### src/rtl/byte_packer.sv
// Packs swidth-bit lanes MSB-first into pwidth-bit words with a one-deep output
// register; a flush emits any partial word padded with FILL in the unused lanes.
module byte_packer #(
  parameter int                swidth = 8,
  parameter int                pwidth = 32,
  parameter logic [swidth-1:0] FILL   = 8'hFF
) (
  input  logic                              i_clock,
  input  logic                              i_reset,
  input  logic [swidth-1:0]                 i_din,
  input  logic                              i_din_valid,
  output logic                              o_din_ready,
  input  logic                              i_flush,
  output logic [pwidth-1:0]                 o_word,
  output logic                              o_word_valid,
  input  logic                              i_word_ready,
  output logic [$clog2(pwidth/swidth):0]    o_word_lanes
);

  localparam int N  = pwidth / swidth;
  localparam int CW = $clog2(N);
  localparam int LW = CW + 1;

  localparam logic [1:0] S_EMPTY     = 2'd0;
  localparam logic [1:0] S_FILLING   = 2'd1;
  localparam logic [1:0] S_FLUSHWAIT = 2'd2;

  logic [1:0]        r_state;
  logic [CW-1:0]     r_cnt;
  logic [pwidth-1:0] r_asm;
  logic [pwidth-1:0] r_word;
  logic              r_valid;
  logic [LW-1:0]     r_lanes;

  logic              w_fp;
  logic              w_last;
  logic              w_accept;
  logic              w_transfer;
  logic              w_flush_go;
  logic [pwidth-1:0] w_asm_wr;
  logic [pwidth-1:0] w_padded;
  logic [1:0]        w_state_next;
  logic [CW-1:0]     w_cnt_next;
  logic [pwidth-1:0] w_word_next;
  logic              w_valid_next;
  logic [LW-1:0]     w_lanes_next;
  logic              w_fp_next;

  assign w_fp        = (r_state == S_FLUSHWAIT);
  assign w_last      = (r_cnt == CW'(N - 1));
  // Ready depends only on registered state, never on i_word_ready.
  assign o_din_ready = !w_fp && !(w_last && r_valid);
  assign w_accept    = i_din_valid && o_din_ready;
  assign w_transfer  = r_valid && i_word_ready;
  assign w_flush_go  = w_fp && !r_valid;

  genvar gi;
  generate
    for (gi = 0; gi < N; gi = gi + 1) begin : g_slot
      localparam int HI = pwidth - 1 - gi * swidth;
      assign w_asm_wr[HI -: swidth] = (w_accept && (r_cnt == CW'(gi))) ? i_din : r_asm[HI -: swidth];
      assign w_padded[HI -: swidth] = (r_cnt > CW'(gi)) ? r_asm[HI -: swidth] : FILL;
    end
  endgenerate

  always_comb begin
    w_cnt_next   = r_cnt;
    w_word_next  = r_word;
    w_lanes_next = r_lanes;
    w_valid_next = r_valid && !w_transfer;
    w_fp_next    = w_fp;

    if (w_accept) begin
      if (w_last) begin
        w_word_next  = w_asm_wr;
        w_valid_next = 1'b1;
        w_lanes_next = LW'(N);
        w_cnt_next   = '0;
      end else begin
        w_cnt_next = r_cnt + 1'b1;
      end
    end

    if (!w_fp && i_flush) begin
      w_fp_next = 1'b1;
    end

    // Pending flush runs only once the output register is already empty.
    if (w_flush_go) begin
      w_fp_next = 1'b0;
      if (r_cnt != '0) begin
        w_word_next  = w_padded;
        w_valid_next = 1'b1;
        w_lanes_next = {1'b0, r_cnt};
        w_cnt_next   = '0;
      end
    end

    if (w_fp_next) begin
      w_state_next = S_FLUSHWAIT;
    end else if (w_cnt_next != '0) begin
      w_state_next = S_FILLING;
    end else begin
      w_state_next = S_EMPTY;
    end
  end

  always_ff @(posedge i_clock) begin
    if (i_reset) begin
      r_state <= S_EMPTY;
      r_cnt   <= '0;
      r_asm   <= '0;
      r_word  <= '0;
      r_valid <= 1'b0;
      r_lanes <= '0;
    end else begin
      r_state <= w_state_next;
      r_cnt   <= w_cnt_next;
      r_asm   <= w_asm_wr;
      r_word  <= w_word_next;
      r_valid <= w_valid_next;
      r_lanes <= w_lanes_next;
    end
  end

  assign o_word       = r_word;
  assign o_word_valid = r_valid;
  assign o_word_lanes = r_lanes;

endmodule

### config.mk
export PLATFORM = sky130hd
export DESIGN_NAME = byte_packer
export DESIGN_NICKNAME = d
export VERILOG_FILES = /design/src/rtl/byte_packer.sv
export SDC_FILE = /design/constraint.sdc
export NUM_CORES = 1
export LEC_CHECK = 0
export ABC_CLOCK_PERIOD_IN_PS = 2300
export CORE_ASPECT_RATIO = 0.75
export CORE_MARGIN = 2
export CORE_UTILIZATION = 51
export CTS_CLUSTER_SIZE = 14
export DETAILED_ROUTE_END_ITERATION = 7
export PLACE_DENSITY_LB_ADDON = 0.3
export SLEW_MARGIN = 5
export SYNTH_ARGS = -nofsm -noshare
export SYNTH_HDL_FRONTEND = slang
export SYNTH_SLANG_ARGS = --single-unit
export TNS_END_PERCENT = 50
### constraint.sdc
create_clock -name i_clock -period 2.3 [get_ports i_clock]
set_clock_uncertainty 0.2 [all_clocks]
set_input_delay 0.23 -clock i_clock [delete_from_list [all_inputs] [get_ports i_clock]]
set_output_delay 0.23 -clock i_clock [all_outputs]
set_load 0.02 [all_outputs]
# [After elaboration in Yosys (flattened, before gate mapping)]
# Index checks and enable logic that the tools add are counted.
[totals] reg_bits=72 in_bits=13 output_inout_bits=37 wordCells=63
[op_classes] add_sub_neg=1 order_cmp=4 eq_ne=4 mux=28 n_reduce_logical=19
[op_table] cell="32-bit 2-to-1 mux" n=4
[op_table] cell="8-bit 2-to-1 mux" n=8
[op_table] cell="3-bit 2-to-1 mux" n=4
[op_table] cell="1-bit logical AND" n=11
[op_table] cell="2-bit 2-to-1 mux" n=5
[op_table] cell="1-bit 2-to-1 mux" n=7
[op_table] cell="2-bit equality test (second input constant)" n=3
[op_table] cell="2-bit by 1-bit > comparator with 1-bit output (second input constant)" n=2
[op_table] cell="2-bit > comparator (second input constant)" n=2
[op_table] cell="1-bit zero test" n=4
[op_table] cell="2-bit nonzero test" n=2
[op_table] cell="2-bit by 1-bit adder with 2-bit output (second input constant)" n=1
[op_table] cell="2-bit by 1-bit equality test with 1-bit output (second input constant)" n=1
[op_table] cell="2-bit zero test" n=1
[op_table] cell="2-bit OR reduction" n=1

# [Depth between registers and ports, before layout]
# Gate-level depths: netlist of the first run.
[logic_depth] word_depth=11 depth_mapped=7 depth_no_buf=6

# [Least setup slack after synthesis of the first run]
# Ideal clock, no wire load.
[synth_path] kind="reg2reg" startpoint="reg r_cnt[0]" endpoint="reg r_word[23] (netlist: o_word[23])" setup_time_ns=0.137 arrival_ns=1.719 required_time_ns=1.963 slack_ns=0.244 path_stages_with_launch=7 path_buffers=0 synth_period_minus_slack_ns=2.056 path_cell_list="dfxtp_1 -> inv_1 -> ha_1 -> nor4b_2 -> nand2_1 -> a21oi_2 -> a2111oi_0"
[synth_via] elab_chain_cells=11 word_cells_on_any_way=15 classes_between="1 x order compare; 2 x eq/ne; 6 x mux; 6 x reduce/logical"
[synth_rtl] element="start: declaration" line_no="29" text="logic [CW-1:0] r_cnt;"
[synth_rtl] element="start signal: assignment" line_no="118" text="r_cnt <= w_cnt_next;"
[synth_rtl] element="2-bit equality test" line_no="50" text="assign w_last = (r_cnt == CW'(N - 1));"
[synth_rtl] element="1-bit logical AND" line_no="52" text="assign o_din_ready = !w_fp && !(w_last && r_valid);"
[synth_rtl] element="1-bit zero test" line_no="52"
[synth_rtl] element="1-bit logical AND" line_no="52"
[synth_rtl] element="1-bit logical AND" line_no="53" text="assign w_accept = i_din_valid && o_din_ready;"
[synth_rtl] element="1-bit logical AND" line_no="61" text="assign w_asm_wr[HI -: swidth] = (w_accept && (r_cnt == CW'(gi))) ? i_din : r_asm[HI -: swidth];"
[synth_rtl] element="8-bit 2-to-1 mux" line_no="61"
[synth_rtl] element="32-bit 2-to-1 mux" line_no="74" text="if (w_last) begin"
[synth_rtl] element="32-bit 2-to-1 mux" line_no="73" text="if (w_accept) begin"
[synth_rtl] element="32-bit 2-to-1 mux" line_no="91" text="if (r_cnt != '0) begin"
[synth_rtl] element="32-bit 2-to-1 mux (*)" line_no="89" text="if (w_flush_go) begin"
[synth_rtl] element="end signal: assignment" line_no="120" text="r_word <= w_word_next;"
[synth_rtl] element="end: declaration" line_no="31" text="logic [pwidth-1:0] r_word;"
# Mark *: on every way between the ends. The rest lies on a longest branch, timed or not.
# A chain may end at the register's enable or synchronous reset.

# [Worst setup path after layout of the first run]
[layout_path] startpoint="reg r_state[0]" endpoint="reg r_word[9] (netlist: o_word[9])"
[layout_via] elab_chain_cells=10 word_cells_on_any_way=11 classes_between="1 x eq/ne; 5 x mux; 5 x reduce/logical"
[layout_rtl] element="start: declaration" line_no="28" text="logic [1:0] r_state;"
[layout_rtl] element="start signal: assignment" line_no="117" text="r_state <= w_state_next;"
[layout_rtl] element="2-bit equality test (*)" line_no="49" text="assign w_fp = (r_state == S_FLUSHWAIT);"
[layout_rtl] element="1-bit zero test" line_no="52"
[layout_rtl] element="1-bit logical AND" line_no="52"
[layout_rtl] element="1-bit logical AND" line_no="53"
[layout_rtl] element="1-bit logical AND" line_no="61"
[layout_rtl] element="8-bit 2-to-1 mux" line_no="61"
[layout_rtl] element="32-bit 2-to-1 mux" line_no="74"
[layout_rtl] element="32-bit 2-to-1 mux" line_no="73"
[layout_rtl] element="32-bit 2-to-1 mux" line_no="91"
[layout_rtl] element="32-bit 2-to-1 mux (*)" line_no="89"
# Marks and branches as above.

==> run metrics, run 1 <==
Hold WC Path Type=register to register; register-to-register setup slack=90 ps; start point of the critical path=r_state[0]$_SDFF_PP0_; number of H-tree levels=3; area added between synthesis and finish=30.71%; number of placed instances, taps included=405; share of the clock period used by the worst path after layout=0.9605; effective utilization at floorplan=0.5417; number of different library cells in the post-synthesis netlist=38; normalized max-slew margin=0.7199; root buffer cell=clkbuf_8; DRC marker count from the first detailed-route iteration=176; Gate Count Post-Synth=287; Detail Route Antenna Nets=0; most common library cells after synthesis=dfxtp_1, a21oi_1, nor2_1; worst hold margin=271.8 ps; biggest area consumer among synthesized cells=dfxtp_1; adder and majority gate portion of the synthesized area=0.01844; Post-CTS Repair Setup Buffers=0; CORE AREA=5010 µm²; flops & latches, synth=64; number of nets in the finished design=361; detailed placement HPWL=4.856 mm; initial antenna violation count=0; count of placed standard cells in the final layout, fillers left out=420; hold-fix buffers at CTS=0; Data arrival, critical path=2240 ps; worst setup path class=register to register; average wire length per cell after detail routing=16.80 µm; average footprint of a synthesized cell=9.456 µm²; Synth Cell Area=2714 µm²; number of global-route vias before repair=2159; utilization after layout=0.7080; combined flip-flop and latch cell area=1281 µm²; critical path endpoint=o_word[9]$_SDFF_PP0_; most common cell in the netlist=dfxtp_1; Slew Viols, Final=0; global-route wire length before repair=11.36 mm; DR vias=2372; number of buffers inserted by port buffering=49; static leakage=1.347 nW; Fin. Hold Viols=0; time the final worst path needs with I/O delays and setup=2209 ps; TritonCTS clock tree=yes; diodes inserted=0; die height=67.18 µm; clock tree sinks=64; XOR/XNOR Fraction of Synth Area=0; Pwr per Cell Area=730.5 nW/µm²; multiplexer area fraction after synthesis=0.1079; main combinational cell family by area after synthesis=compound AO/OA/AOI/OAI gates; most frequently used flop master after synthesis=dfxtp_1; Reg clk slew, reported paths=60 ps; proportion of register bits with asynchronous set or reset after synthesis=0; critical path required time=2330 ps; total number of yosys warnings=0; width of the chip=88.23 µm; row count=22; DRC violation count after routing=0; fraction of layout cells with a size suffix above 1=0.1322; power after layout=0.002591 W; maximum number of pins on one net before global-route repair=28; R2R Path Start=r_state[0]$_SDFF_PP0_; top achievable clock speed=0.4527 GHz; reg-to-reg endpoint=o_word[9]$_SDFF_PP0_; final-report setup violation count=0; endpoint class of the critical path=register; IO Pins=50; area share of and/or/nand/nor cells after synthesis=0.1623; Layout fillers=411; depth of the worst register-to-register path=4; ranking of synthesized cells by area=dfxtp_1, a21oi_1, mux2i_1, nor2_1, a221o_1; maximum fanout count along the critical path=10; global-route total usage across every layer=0.2610; drt first pass iters=4; area taken by multi-input logic gates=1276 µm²; critical path launch point type=register; proportion of netlist area held by the largest area contributor=0.4721; TritonCTS Buffers=9; share of the synthesized area in compound gates (AO/OA/AOI/OAI)=0.1757; floorplan die area=5927 µm²; routability cong.=0.9139; Worst-Margin Slew=420.2 ps; peak supply drop=0.5152 mV; number of max-capacitance violations reported=0; total grt overflow=0; deepest clock path buffer count=2; cell depth of the worst hold path=2; DRT Wirelength=7.054 mm; number of flops mapped to enable cells by yosys=0; sequential-to-total area share from yosys stat=0.4721; clock latency at the later pin of the worst-skew pair=350 ps; detail-routed via count per cell=5.648; Net Count, Synth=304; status=finished, final reports clean
## through the flow
step	instance area [µm²]	setup slack, ps	setup TNS (ps)
after floorplan	2714	243.9	0
after global placement	3338	171.2	0
after detailed placement	3338	101.5	0
after CTS	3540	103.1	0
after global routing	3547	-9.798	-9.798
final	3547	90.80	0
## cell families after synthesis
| family | Yosys count |
|---|---|
| and+or+nand+nor | 80 |
| adders and majority gates | 4 |
| DFF | 64 |
| AOI/OAI and AO/OA | 73 |
| buffers and inverters | 39 |
| muxes | 27 |
## flip-flops by register name (all words and copies together), names as in the netlist
register	flops
r_asm	24
r_state	2
o_word_lanes	3
r_cnt	2
o_word_valid	1
o_word	32
## cell type report
cell class,count,area share
multi-input combinational,184,0.3598
clock inverter,4,0.01975
sequential,64,0.3612
timing repair buffer,65,0.1757
clock buffer,11,0.03704
inverter,20,0.02116
tap,72,0.02540
## report_power, final
group	switching (W)	internal (W)
clock	0.000420	0.000601
combinational	0.000199	0.000170
sequential	0.0000368	0.00116
## critical path, cell delays in order (launching register included)
cell and delay [ps]:
dfxtp_1 410, nand2b_1 400, mux2i_4 480, a21oi_2 210
a221o_1 390
## timing repair
action                     4_1_cts  5_1_grt
resized for setup                0        1
hold endpoints to repair         0        0
setup endpoints to repair        0        6
## worst min-delay path by stage
stage | slack [ps] | to | from
floorplan | 170 | o_word[0]$_SDFF_PP0_ | i_din[0]
global placement | 250 | o_word[17]$_SDFF_PP0_ | r_asm[17]$_SDFF_PP0_
detailed placement | 260 | o_word_lanes[0]$_SDFF_PP0_ | o_word_lanes[0]$_SDFF_PP0_
CTS | 270 | o_word_lanes[0]$_SDFF_PP0_ | o_word_lanes[0]$_SDFF_PP0_
global route | 300 | o_word_lanes[0]$_SDFF_PP0_ | o_word_lanes[0]$_SDFF_PP0_
finish | 270 | o_word_lanes[0]$_SDFF_PP0_ | o_word_lanes[0]$_SDFF_PP0_
## per-layer routing
| layer | part of all wire | wire, µm | global-route usage | vias to the layer above |
|---|---|---|---|---|
| li1 | - | - | - | 1135 |
| met5 | 0 | 0 | 0 | - |
| met4 | 0.013 | 89 | 0.07955 | 0 |
| met2 | 0.45 | 3152 | 0.3778 | 90 |
| met1 | 0.47 | 3284 | 0.3757 | 1135 |
| met3 | 0.075 | 528 | 0.07702 | 12 |
## placed cells by master, fill, tap and decap left out, types with 2 or more instances in the layout
cell type        netlist  layout
or3_1                  2       2
bufinv_16              0       2
nand2_1               14      14
a21oi_1               37      37
a221o_1                8       8
o21ai_0                9       9
nor3_1                 4       4
nor2_1                29      29
mux2i_1               18      18
clkbuf_8               0       9
dfxtp_1               64      64
nand3_1                4       4
ha_1                   4       4
mux2_2                 7       7
nor3b_1                8       8
a2111oi_0              8       8
clkbuf_1               8       2
inv_1                 19      19
a32oi_1                8       8
buf_4                  3      15
clkinv_2               0       2
and2_1                 8       8
clkdlybuf4s50_1        0      49
(Power assumes the default switching activity.)
==> inputs of run 2 (changes only) <==
--- a/config.mk
+++ b/config.mk
@@ -5,10 +5,11 @@
 export SDC_FILE = /design/constraint.sdc
 export NUM_CORES = 1
 export LEC_CHECK = 0
+export ABC_AREA = 1
 export ABC_CLOCK_PERIOD_IN_PS = 2300
 export CORE_ASPECT_RATIO = 0.75
 export CORE_MARGIN = 2
-export CORE_UTILIZATION = 51
+export CORE_UTILIZATION = 52
 export CTS_CLUSTER_SIZE = 14
 export DETAILED_ROUTE_END_ITERATION = 7
 export PLACE_DENSITY_LB_ADDON = 0.3
==> run metrics, run 2 <==
status=finished, final reports clean; root buffer cell=clkbuf_8; time the final worst path needs with I/O delays and setup=2177 ps; most common cell in the netlist=nand2_1; leading cell type in the layout, fill and taps excluded=nand2_1; global-route total usage across every layer=0.2687; routability cong.=0.9438; combined flip-flop and latch cell area=1281 µm²; unrepaired setup endpoints after global routing=no; TritonCTS Buffers=9; DRC violation count after routing=0; clock latency at the later pin of the worst-skew pair=340 ps; share of the clock period used by the worst path after layout=0.9464; Gate Count Post-Synth=405; ranking of synthesized cells by area=dfxtp_1, nand2_1, a21oi_1, inv_1, nor2_1; clock tree sinks=64; flops & latches, synth=64; TritonCTS clock tree=yes; number of max-capacitance violations reported=0; leading cell types in the layout, fill and taps excluded=nand2_1, a21oi_1, dfxtp_1; effective utilization at floorplan=0.5365; die height=68.19 µm; hold wc startpoint=o_word_lanes[0]$_SDFF_PP0_; Layout fillers=454; proportion of register bits with asynchronous set or reset after synthesis=0; area added between synthesis and finish=26.59%; biggest area consumer among synthesized cells=dfxtp_1; critical path launch point type=register; maximum fanout count along the critical path=14; cell depth of the worst hold path=2; Reg clk slew, reported paths=60 ps; number of buffers inserted by port buffering=49; maximum number of pins on one net before global-route repair=43; average wire length per cell after detail routing=14.08 µm; detailed placement HPWL=4.908 mm; DRC marker count from the first detailed-route iteration=205; number of H-tree levels=3; final sum of negative setup slack=0 ps; most frequently used flop master after synthesis=dfxtp_1; deepest clock path buffer count=2; number of placed instances, taps included=518; flip-flop count of the largest register after layout=32; Data arrival, critical path=2250 ps; setup slack at placement=222.1 ps; number of nets in the finished design=471; Fin. Hold Viols=0; worst setup path class=register to register; floorplan die area=6108 µm²; number of global-route vias before repair=2700; final-report setup violation count=0; Hold WC Path Type=register to register; area taken by multi-input logic gates=1275 µm²; R2R Path Start=r_cnt[0]$_SDFF_PP0_; row count=23; top achievable clock speed=0.4594 GHz; power after layout=0.003081 W; endpoint class of the critical path=register; critical path required time=2370 ps; width of the chip=89.58 µm; global-route wire length before repair=12.25 mm; drt first pass iters=5; depth of the worst register-to-register path=6; initial antenna violation count=0; Slew Viols, Final=0; peak supply drop=0.4913 mV; average footprint of a synthesized cell=7.053 µm²; Worst Hold Path EP=o_word_lanes[0]$_SDFF_PP0_; static leakage=1.497 nW; Detail Route Antenna Nets=0; Worst Slack Setup Final=123.3 ps; normalized max-slew margin=0.4803; sequential-to-total area share from yosys stat=0.4485; DR vias=2803; IO Pins=50; total grt overflow=0; reg-to-reg endpoint=r_state[0]$_SDFF_PP0_; Pwr per Cell Area=852.1 nW/µm²; Worst-Margin Slew=776.6 ps; proportion of netlist area held by the largest area contributor=0.4485; number of flops mapped to enable cells by yosys=0; register-to-register setup slack=120 ps; fraction of layout cells with a size suffix above 1=0.07642; most common library cells after synthesis=nand2_1, a21oi_1, dfxtp_1; Post-CTS Repair Setup Buffers=0; CORE AREA=5324 µm²; detail-routed via count per cell=5.259; Synth Cell Area=2856 µm²; number of different library cells in the post-synthesis netlist=24; count of placed standard cells in the final layout, fillers left out=533; Net Count, Synth=422; total number of yosys warnings=0; diodes inserted=0; DRT Wirelength=7.502 mm
==> run 2: worst max path at each step <==
stage / startpoint / end / slack, ps / cells past startpoint
CTS: r_cnt[0]$_SDFF_PP0_ / r_state[0]$_SDFF_PP0_ / 160 / 6
global route: r_cnt[0]$_SDFF_PP0_ / r_state[0]$_SDFF_PP0_ / 0.2 / 6
floorplan: r_cnt[0]$_SDFF_PP0_ / r_state[0]$_SDFF_PP0_ / 650 / 7
global placement: i_din_valid / o_word[15]$_SDFF_PP0_ / 310 / 5
finish: r_cnt[0]$_SDFF_PP0_ / r_state[0]$_SDFF_PP0_ / 120 / 6
detailed placement: r_cnt[0]$_SDFF_PP0_ / r_state[0]$_SDFF_PP0_ / 220 / 6
==> run 2: power breakdown <==
group	switching (W)	leakage, nW	total [W]	internal, W
logic	0.000456	0.866	0.000773	0.000317
clock network	0.000424	0.108	0.00100	0.000579
registers	0.0000632	0.523	0.00130	0.00124
==> run 2: layout make-up <==
| class | instances | area share |
|---|---|---|
| multi-input cells | 271 | 0.3526 |
| inverters | 49 | 0.05086 |
| repair buffers | 59 | 0.1595 |
| well taps | 75 | 0.02595 |
| flip-flops and latches | 64 | 0.3543 |
| clock inverters | 3 | 0.01107 |
| clock buffers | 12 | 0.04567 |
==> run 2: what timing repair did <==
action | CTS | global route
endpoints found under the setup margin | 1 | 0
hold buffers | 0 | 0
gates resized for setup | 1 | 0
==> run 2: kinds of logic (layout without fill, tap and decap cells) <==
kind of cell / count (synthesis) / after routing / synth area share
compound gates: 94 / 94 / 0.1673
fa+ha+maj: 4 / 4 / 0.01752
buf+inv: 70 / 123 / 0.1051
flops: 64 / 64 / 0.4485
simple gates: 173 / 173 / 0.2615
==> run 2: metrics by stage <==
| stage | hold slack (ps) | instance area [µm²] | utilization |
|---|---|---|---|
| 2_1_floorplan | 215.4 | 2856 | - |
| 3_3_place_gp | 257.9 | 3412 | 0.6409 |
| 3_5_place_dp | 252.1 | 3412 | 0.6409 |
| 4_1_cts | 265.6 | 3616 | 0.6792 |
| 5_1_grt | 292.1 | 3616 | 0.6792 |
| 6_report | 261.8 | 3616 | 0.6792 |
==> run 2: critical path, cell delays in order, from the launching register on <==
cell	delay [ps]
dfxtp_1	330
inv_1	160
ha_1	280
nor2_4	120
nor2_1	610
nand3_1	190
a21boi_0	210
==> run 2: metal layers <==
metal | vias to the layer above | global-route usage | part of all wire
met2 | 114 | 0.4338 | 0.47
li1 | 1399 | - | -
met1 | 1275 | 0.3336 | 0.44
met5 | - | 0 | 0
met4 | 0 | 0.1213 | 0.020
met3 | 15 | 0.07841 | 0.073
